<file path="src/rtl/stack_ctrl_pkg.sv">
`default_nettype none
// ============================================================================
//  Module      : stack_ctrl_pkg
//  Description : Shared types and helpers for the stack-frame sequencer.
//                Holds the sequencer state encoding and a constant clog2
//                function that derives the field-index and occupancy
//                widths.
//  Revision    : 1.0 - initial release
// ============================================================================
package stack_ctrl_pkg;

   // Sequencer states.
   typedef enum logic [1:0] {
      ST_IDLE = 2'd0,
      ST_PUSH = 2'd1,
      ST_POP  = 2'd2,
      ST_DONE = 2'd3
   } state_e;

   // Ceiling log2 usable in constant expressions; clog2(1) == 0.
   function automatic int clog2(input int value);
      int result;
      int v;
      result = 0;
      v      = value - 1;
      while (v > 0) begin
         result = result + 1;
         v      = v >> 1;
      end
      return result;
   endfunction

endpackage
`default_nettype wire

</file>
<file path="src/rtl/stack_occupancy.sv">
`default_nettype none
// ============================================================================
//  Module      : stack_occupancy
//  Description : Up/down occupancy counter for the stack, SP_W bits wide.
//                Wraps modulo 2^SP_W; full/empty are decoded combinationally
//                from the count. inc_i and dec_i are mutually exclusive.
//  Ports       : clk, rst       - clock, synchronous active-high reset
//                inc_i, dec_i   - count up / count down by one word
//                sp_o           - current occupancy in words
//                full_o, empty_o- sp_o == DEPTH / sp_o == 0
//  Revision    : 1.0 - initial release
// ============================================================================
module stack_occupancy #(
   parameter int DEPTH = 64,
   parameter int SP_W  = 7
) (
   input  logic            clk,
   input  logic            rst,
   input  logic            inc_i,
   input  logic            dec_i,
   output logic [SP_W-1:0] sp_o,
   output logic            full_o,
   output logic            empty_o
);

   localparam logic [SP_W-1:0] c_depth = SP_W'(DEPTH);

   logic [SP_W-1:0] sp_q;
   logic [SP_W-1:0] sp_d;

   always_comb begin
      sp_d = sp_q;
      if (inc_i) begin
         sp_d = sp_q + 1'b1;
      end else if (dec_i) begin
         sp_d = sp_q - 1'b1;
      end
   end

   always_ff @(posedge clk) begin
      if (rst) begin
         sp_q <= '0;
      end else begin
         sp_q <= sp_d;
      end
   end

   assign sp_o    = sp_q;
   assign full_o  = (sp_q == c_depth);
   assign empty_o = (sp_q == '0);

endmodule
`default_nettype wire

</file>
<file path="src/rtl/stack_frame_ctrl.sv">
`default_nettype none
// ============================================================================
//  Module      : stack_frame_ctrl
//  Description : Stack-frame sequencer. A push request stores FIELDS words
//                in ascending field order; a pop request restores them in
//                descending order. Drives push/pop strobes, push-source
//                select and one-hot destination load enables, and tracks
//                stack occupancy.
//  Build macro : STACK_FRAME_GUARD_EN - when defined, requests that would
//                overflow or underflow the stack are rejected with
//                done+err and no strobes. When undefined, err is tied 0
//                and occupancy wraps.
//  Ports       : clk, rst            - clock, synchronous active-high reset
//                push_req, pop_req   - frame requests (sampled in IDLE)
//                ready, done, err    - handshake / completion / rejection
//                push, pop           - stack strobes
//                push_src            - push-source mux select (field index)
//                en_field            - one-hot register load enable on pop
//                sp, full, empty     - occupancy status
//  Revision    : 1.0 - initial release
// ============================================================================
module stack_frame_ctrl
   import stack_ctrl_pkg::*;
#(
   parameter  int FIELDS = 3,
   parameter  int DEPTH  = 64,
   localparam int SEL_W  = (clog2(FIELDS) < 1) ? 1 : clog2(FIELDS),
   localparam int SP_W   = clog2(DEPTH + 1)
) (
   input  logic              clk,
   input  logic              rst,
   input  logic              push_req,
   input  logic              pop_req,
   output logic              ready,
   output logic              done,
   output logic              err,
   output logic              push,
   output logic              pop,
   output logic [SEL_W-1:0]  push_src,
   output logic [FIELDS-1:0] en_field,
   output logic [SP_W-1:0]   sp,
   output logic              full,
   output logic              empty
);

   localparam logic [SEL_W-1:0] c_idx_last = SEL_W'(FIELDS - 1);

`ifdef STACK_FRAME_GUARD_EN
   // Pop needs at least one full frame; push needs room for one.
   localparam logic [SP_W-1:0] c_fields_sp   = SP_W'(FIELDS);
   localparam logic [SP_W-1:0] c_push_max_sp = SP_W'(DEPTH - FIELDS);
`endif

   state_e           state_q;
   state_e           state_d;
   logic [SEL_W-1:0] idx_q;
   logic [SEL_W-1:0] idx_d;
   logic [SP_W-1:0]  w_sp;

`ifdef STACK_FRAME_GUARD_EN
   // Remembers that the current DONE cycle reports a rejected request.
   logic err_q;
   logic err_d;
`endif

   // ------------------------------------------------------------------
   // Next-state logic
   // ------------------------------------------------------------------
   always_comb begin
      state_d = state_q;
      idx_d   = idx_q;
`ifdef STACK_FRAME_GUARD_EN
      err_d   = 1'b0;
`endif
      case (state_q)
         ST_IDLE: begin
            // Pop wins over push; a rejected pop never falls through.
            if (pop_req) begin
`ifdef STACK_FRAME_GUARD_EN
               if (w_sp < c_fields_sp) begin
                  state_d = ST_DONE;
                  err_d   = 1'b1;
               end else
`endif
               begin
                  state_d = ST_POP;
                  idx_d   = c_idx_last;
               end
            end else if (push_req) begin
`ifdef STACK_FRAME_GUARD_EN
               if (w_sp > c_push_max_sp) begin
                  state_d = ST_DONE;
                  err_d   = 1'b1;
               end else
`endif
               begin
                  state_d = ST_PUSH;
                  idx_d   = '0;
               end
            end
         end
         ST_PUSH: begin
            if (idx_q == c_idx_last) begin
               state_d = ST_DONE;
            end else begin
               idx_d = idx_q + 1'b1;
            end
         end
         ST_POP: begin
            if (idx_q == '0) begin
               state_d = ST_DONE;
            end else begin
               idx_d = idx_q - 1'b1;
            end
         end
         ST_DONE: begin
            state_d = ST_IDLE;
         end
         default: begin
            state_d = ST_IDLE;
            idx_d   = '0;
         end
      endcase
   end

   always_ff @(posedge clk) begin
      if (rst) begin
         state_q <= ST_IDLE;
         idx_q   <= '0;
      end else begin
         state_q <= state_d;
         idx_q   <= idx_d;
      end
   end

`ifdef STACK_FRAME_GUARD_EN
   always_ff @(posedge clk) begin
      if (rst) begin
         err_q <= 1'b0;
      end else begin
         err_q <= err_d;
      end
   end
`endif

   // ------------------------------------------------------------------
   // Moore output decode
   // ------------------------------------------------------------------
   always_comb begin
      ready    = 1'b0;
      done     = 1'b0;
      push     = 1'b0;
      pop      = 1'b0;
      push_src = '0;
      en_field = '0;
      case (state_q)
         ST_IDLE: ready = 1'b1;
         ST_PUSH: begin
            push     = 1'b1;
            push_src = idx_q;
         end
         ST_POP: begin
            pop = 1'b1;
            for (int f = 0; f < FIELDS; f++) begin
               if (idx_q == SEL_W'(f)) begin
                  en_field[f] = 1'b1;
               end
            end
         end
         ST_DONE: done = 1'b1;
         default: ;
      endcase
   end

`ifdef STACK_FRAME_GUARD_EN
   assign err = (state_q == ST_DONE) && err_q;
`else
   assign err = 1'b0;
`endif

   // ------------------------------------------------------------------
   // Occupancy tracking: one word per strobe cycle
   // ------------------------------------------------------------------
   stack_occupancy #(
      .DEPTH (DEPTH),
      .SP_W  (SP_W)
   ) u_occupancy (
      .clk     (clk),
      .rst     (rst),
      .inc_i   (state_q == ST_PUSH),
      .dec_i   (state_q == ST_POP),
      .sp_o    (w_sp),
      .full_o  (full),
      .empty_o (empty)
   );

   assign sp = w_sp;

endmodule
`default_nettype wire

</file>
<file path="config.mk">
export PLATFORM = sky130hd
export DESIGN_NAME = stack_frame_ctrl
export DESIGN_NICKNAME = d
export VERILOG_FILES = /design/src/rtl/stack_ctrl_pkg.sv /design/src/rtl/stack_occupancy.sv /design/src/rtl/stack_frame_ctrl.sv
export SDC_FILE = /design/constraint.sdc
export NUM_CORES = 1
export LEC_CHECK = 0
export CORE_MARGIN = 8
export CORE_UTILIZATION = 41
export DETAILED_ROUTE_END_ITERATION = 8
export GPL_TIMING_DRIVEN = 1
export PLACE_DENSITY = 0.65
export SLEW_MARGIN = 20
export SYNTH_ARGS = -nofsm -noshare
export SYNTH_HDL_FRONTEND = slang
export SYNTH_SLANG_ARGS = --single-unit
</file>
<file path="constraint.sdc">
create_clock -name clk -period 4.97 [get_ports clk]
set_input_delay 1.2425 -clock clk [delete_from_list [all_inputs] [get_ports clk]]
set_output_delay 1.2425 -clock clk [all_outputs]
set_load 0.05 [all_outputs]
</file>
==> results_dict.tcl <==
set metrics [dict create \
    yosysTopAreaCell "dfxtp_1" \
    htreeDepth 1 \
    synth_area_um2 997 \
    die_area_um2 4270 \
    cts_resized 0 \
    fill_cells 244 \
    synthMuxAreaShare 0.0615 \
    vias_per_cell 5.10 \
    netlist_top_cells_count "nor2_1 (18), ha_1 (13), dfxtp_1 (11)" \
    grt_max_degree 17 \
    synth_compound_area_frac 0.177 \
    status "finished, final reports clean" \
    cts.reportedPaths.clkPinSlew_ns 0.08 \
    finalSetupViolations 0 \
    synth_seq_cells 11 \
    grt_setup_unrepaired "false" \
    finalCoreUtilization 0.517 \
    wl_um 2240 \
    drive_gt1_frac 0.0845 \
    yosysMostFrequentCell "nor2_1" \
    synth_top_area_share 0.221 \
    synth_area_leaders "dfxtp_1 (22%), ha_1 (16%), nor2_1 (6.8%), mux2i_1 (5.0%), inv_1 (3.8%)" \
    drv_cap 0 \
    vias 877 \
    start_kind "flop" \
    drtAntennaViolNets 0 \
    finalCriticalPeriod_ns 3.44 \
    start_util 0.418 \
    die_x_um 65.3 \
    worst_pin_slew_ns 0.610 \
    async_flop_share 0 \
    area_delta_synth_final_pct 23.7 \
    netlist_instances 122 \
    dr.pass1.iters 4 \
    portBuffers 21 \
    place_congestion 0.833 \
    drt_iter0_drc 17 \
    clock_latency_ns 0.27 \
    design_area_um2 1230 \
    cp-end-kind "output pin" \
    synth-simple-area-share 0.251 \
    drc_errors 0 \
    synth_top_family_by_area "simple AND/OR/NAND/NOR gates" \
    fin_nets 160 \
    antenna_found_initial 0 \
    syn_area_per_cell_um2 8.17 \
    grtUsageTotal 0.111 \
    overflow 0 \
    fin_skew_ns 0.00667 \
    clock_sinks 11 \
    hold_class "reg2reg" \
    setup_ws_ns 1.53 \
    place_ws_ns 1.81 \
    r2r_slack_ns 2.24 \
    cts.hold.buffers_added 0 \
    synth_fa_ha_area_frac 0.163 \
    grt_pass1_wl_um 3840 \
    tritoncts "built" \
    slew_viol_final 0 \
    fmax_mhz 290 \
    fin_setup_tns_ns 0 \
    required_ns 3.73 \
    rows 18 \
    diodes 0 \
    cts_buffer_depth 2 \
    core_um2 2390 \
    fin_crit_sh 0.693 \
    cts_root_buf "clkbuf_4" \
    cts_inserted_buffers 3 \
    cp_data_arrival_time_ns 2.20 \
    ys.warnings.count 0 \
    path_class "reg2out" \
    worstPathMaxFanout 16 \
    synth_edf_count 0 \
    slew_headroom 0.593 \
    ys_seq_area_frac 0.221 \
    die_h_um 65.3 \
    wire_per_inst_um 13.0 \
    grt_pass1_vias 888 \
    ios 23 \
    dp_hpwl_um 1670 \
    synthXorXnorAreaFrac 0.0439 \
    hold_viol_final 0 \
    cts_setup_buffers 0 \
    synthFlopType "dfxtp_1" \
    place_area_um2 1210 \
    synth_cell_types 42 \
    syn_nets 139 \
]
## critical path, cell delays in order (launching register included)
cell and delay, ns:
dfxtp_1 0.35, inv_1 0.10, ha_1 0.55, clkdlybuf4s50_1 0.92
## metrics by stage
step,std cells,hold slack (ns)
6_report,172,0.522
5_1_grt,172,0.547
2_1_floorplan,122,0.487
4_1_cts,172,0.524
3_5_place_dp,168,0.511
3_3_place_gp,168,0.510
## sequential cells by signal (all words and copies together) (netlist names)
| signal | cells |
|---|---|
| u_occupancy.sp_o | 7 |
| idx_q | 2 |
| state_q | 2 |
## final timing paths
path / end / cells past startpoint / from
worst min-delay path: u_occupancy.sp_o[4] / 2 / u_occupancy.sp_o[4]
worst max-delay path: push / 3 / state_q[1]
worst max register to register: u_occupancy.sp_o[6] / 9 / state_q[1]
worst min register to register: u_occupancy.sp_o[4] / 2 / u_occupancy.sp_o[4]
## layer usage
layer / GRT usage / wire length [um] / part of all wire
met1: 0.125 / 1020 / 0.45
met2: 0.183 / 1020 / 0.45
met5: 0 / 0 / 0
met3: 0.0408 / 158 / 0.071
met4: 0.0490 / 44 / 0.020
## kinds of logic after synthesis
group	after synthesis
and+or+nand+nor	49
AOI/OAI and AO/OA	21
buffers and inverters	16
adders and majority gates	13
DFF	11
muxes	6
xor gates and xnor gates	5
other	1
## cells in the final DEF, fill, tap and decap left out, types with 2 or more instances in the layout
master | synthesis | routed
dfxtp_1 | 11 | 11
nor4_1 | 2 | 2
o21ai_0 | 4 | 4
nor3_2 | 2 | 2
mux2i_1 | 5 | 5
xnor2_1 | 4 | 4
clkbuf_4 | 0 | 3
nor2_1 | 18 | 18
o21ai_1 | 3 | 3
o22ai_1 | 2 | 2
nand3_1 | 2 | 2
nor3_1 | 4 | 4
and2_1 | 3 | 3
nand2_1 | 8 | 8
ha_1 | 13 | 13
o311ai_1 | 2 | 2
nand2b_1 | 3 | 3
inv_1 | 10 | 10
clkdlybuf4s50_1 | 0 | 21
## area by class of cell
| cell class | count | area [um2] | area share |
|---|---|---|---|
| Clock buffer | 4 | 26.3 | 0.0213 |
| Tap cell | 30 | 37.5 | 0.0304 |
| Timing Repair Buffer | 21 | 210 | 0.170 |
| Inverter | 11 | 41.3 | 0.0335 |
| Sequential cell | 11 | 220 | 0.178 |
| Multi-Input combinational cell | 95 | 698 | 0.566 |
Power is left out: the tool's default activity adds up to more than one toggle a clock period on the data nets, which glitch-free logic cannot reach.
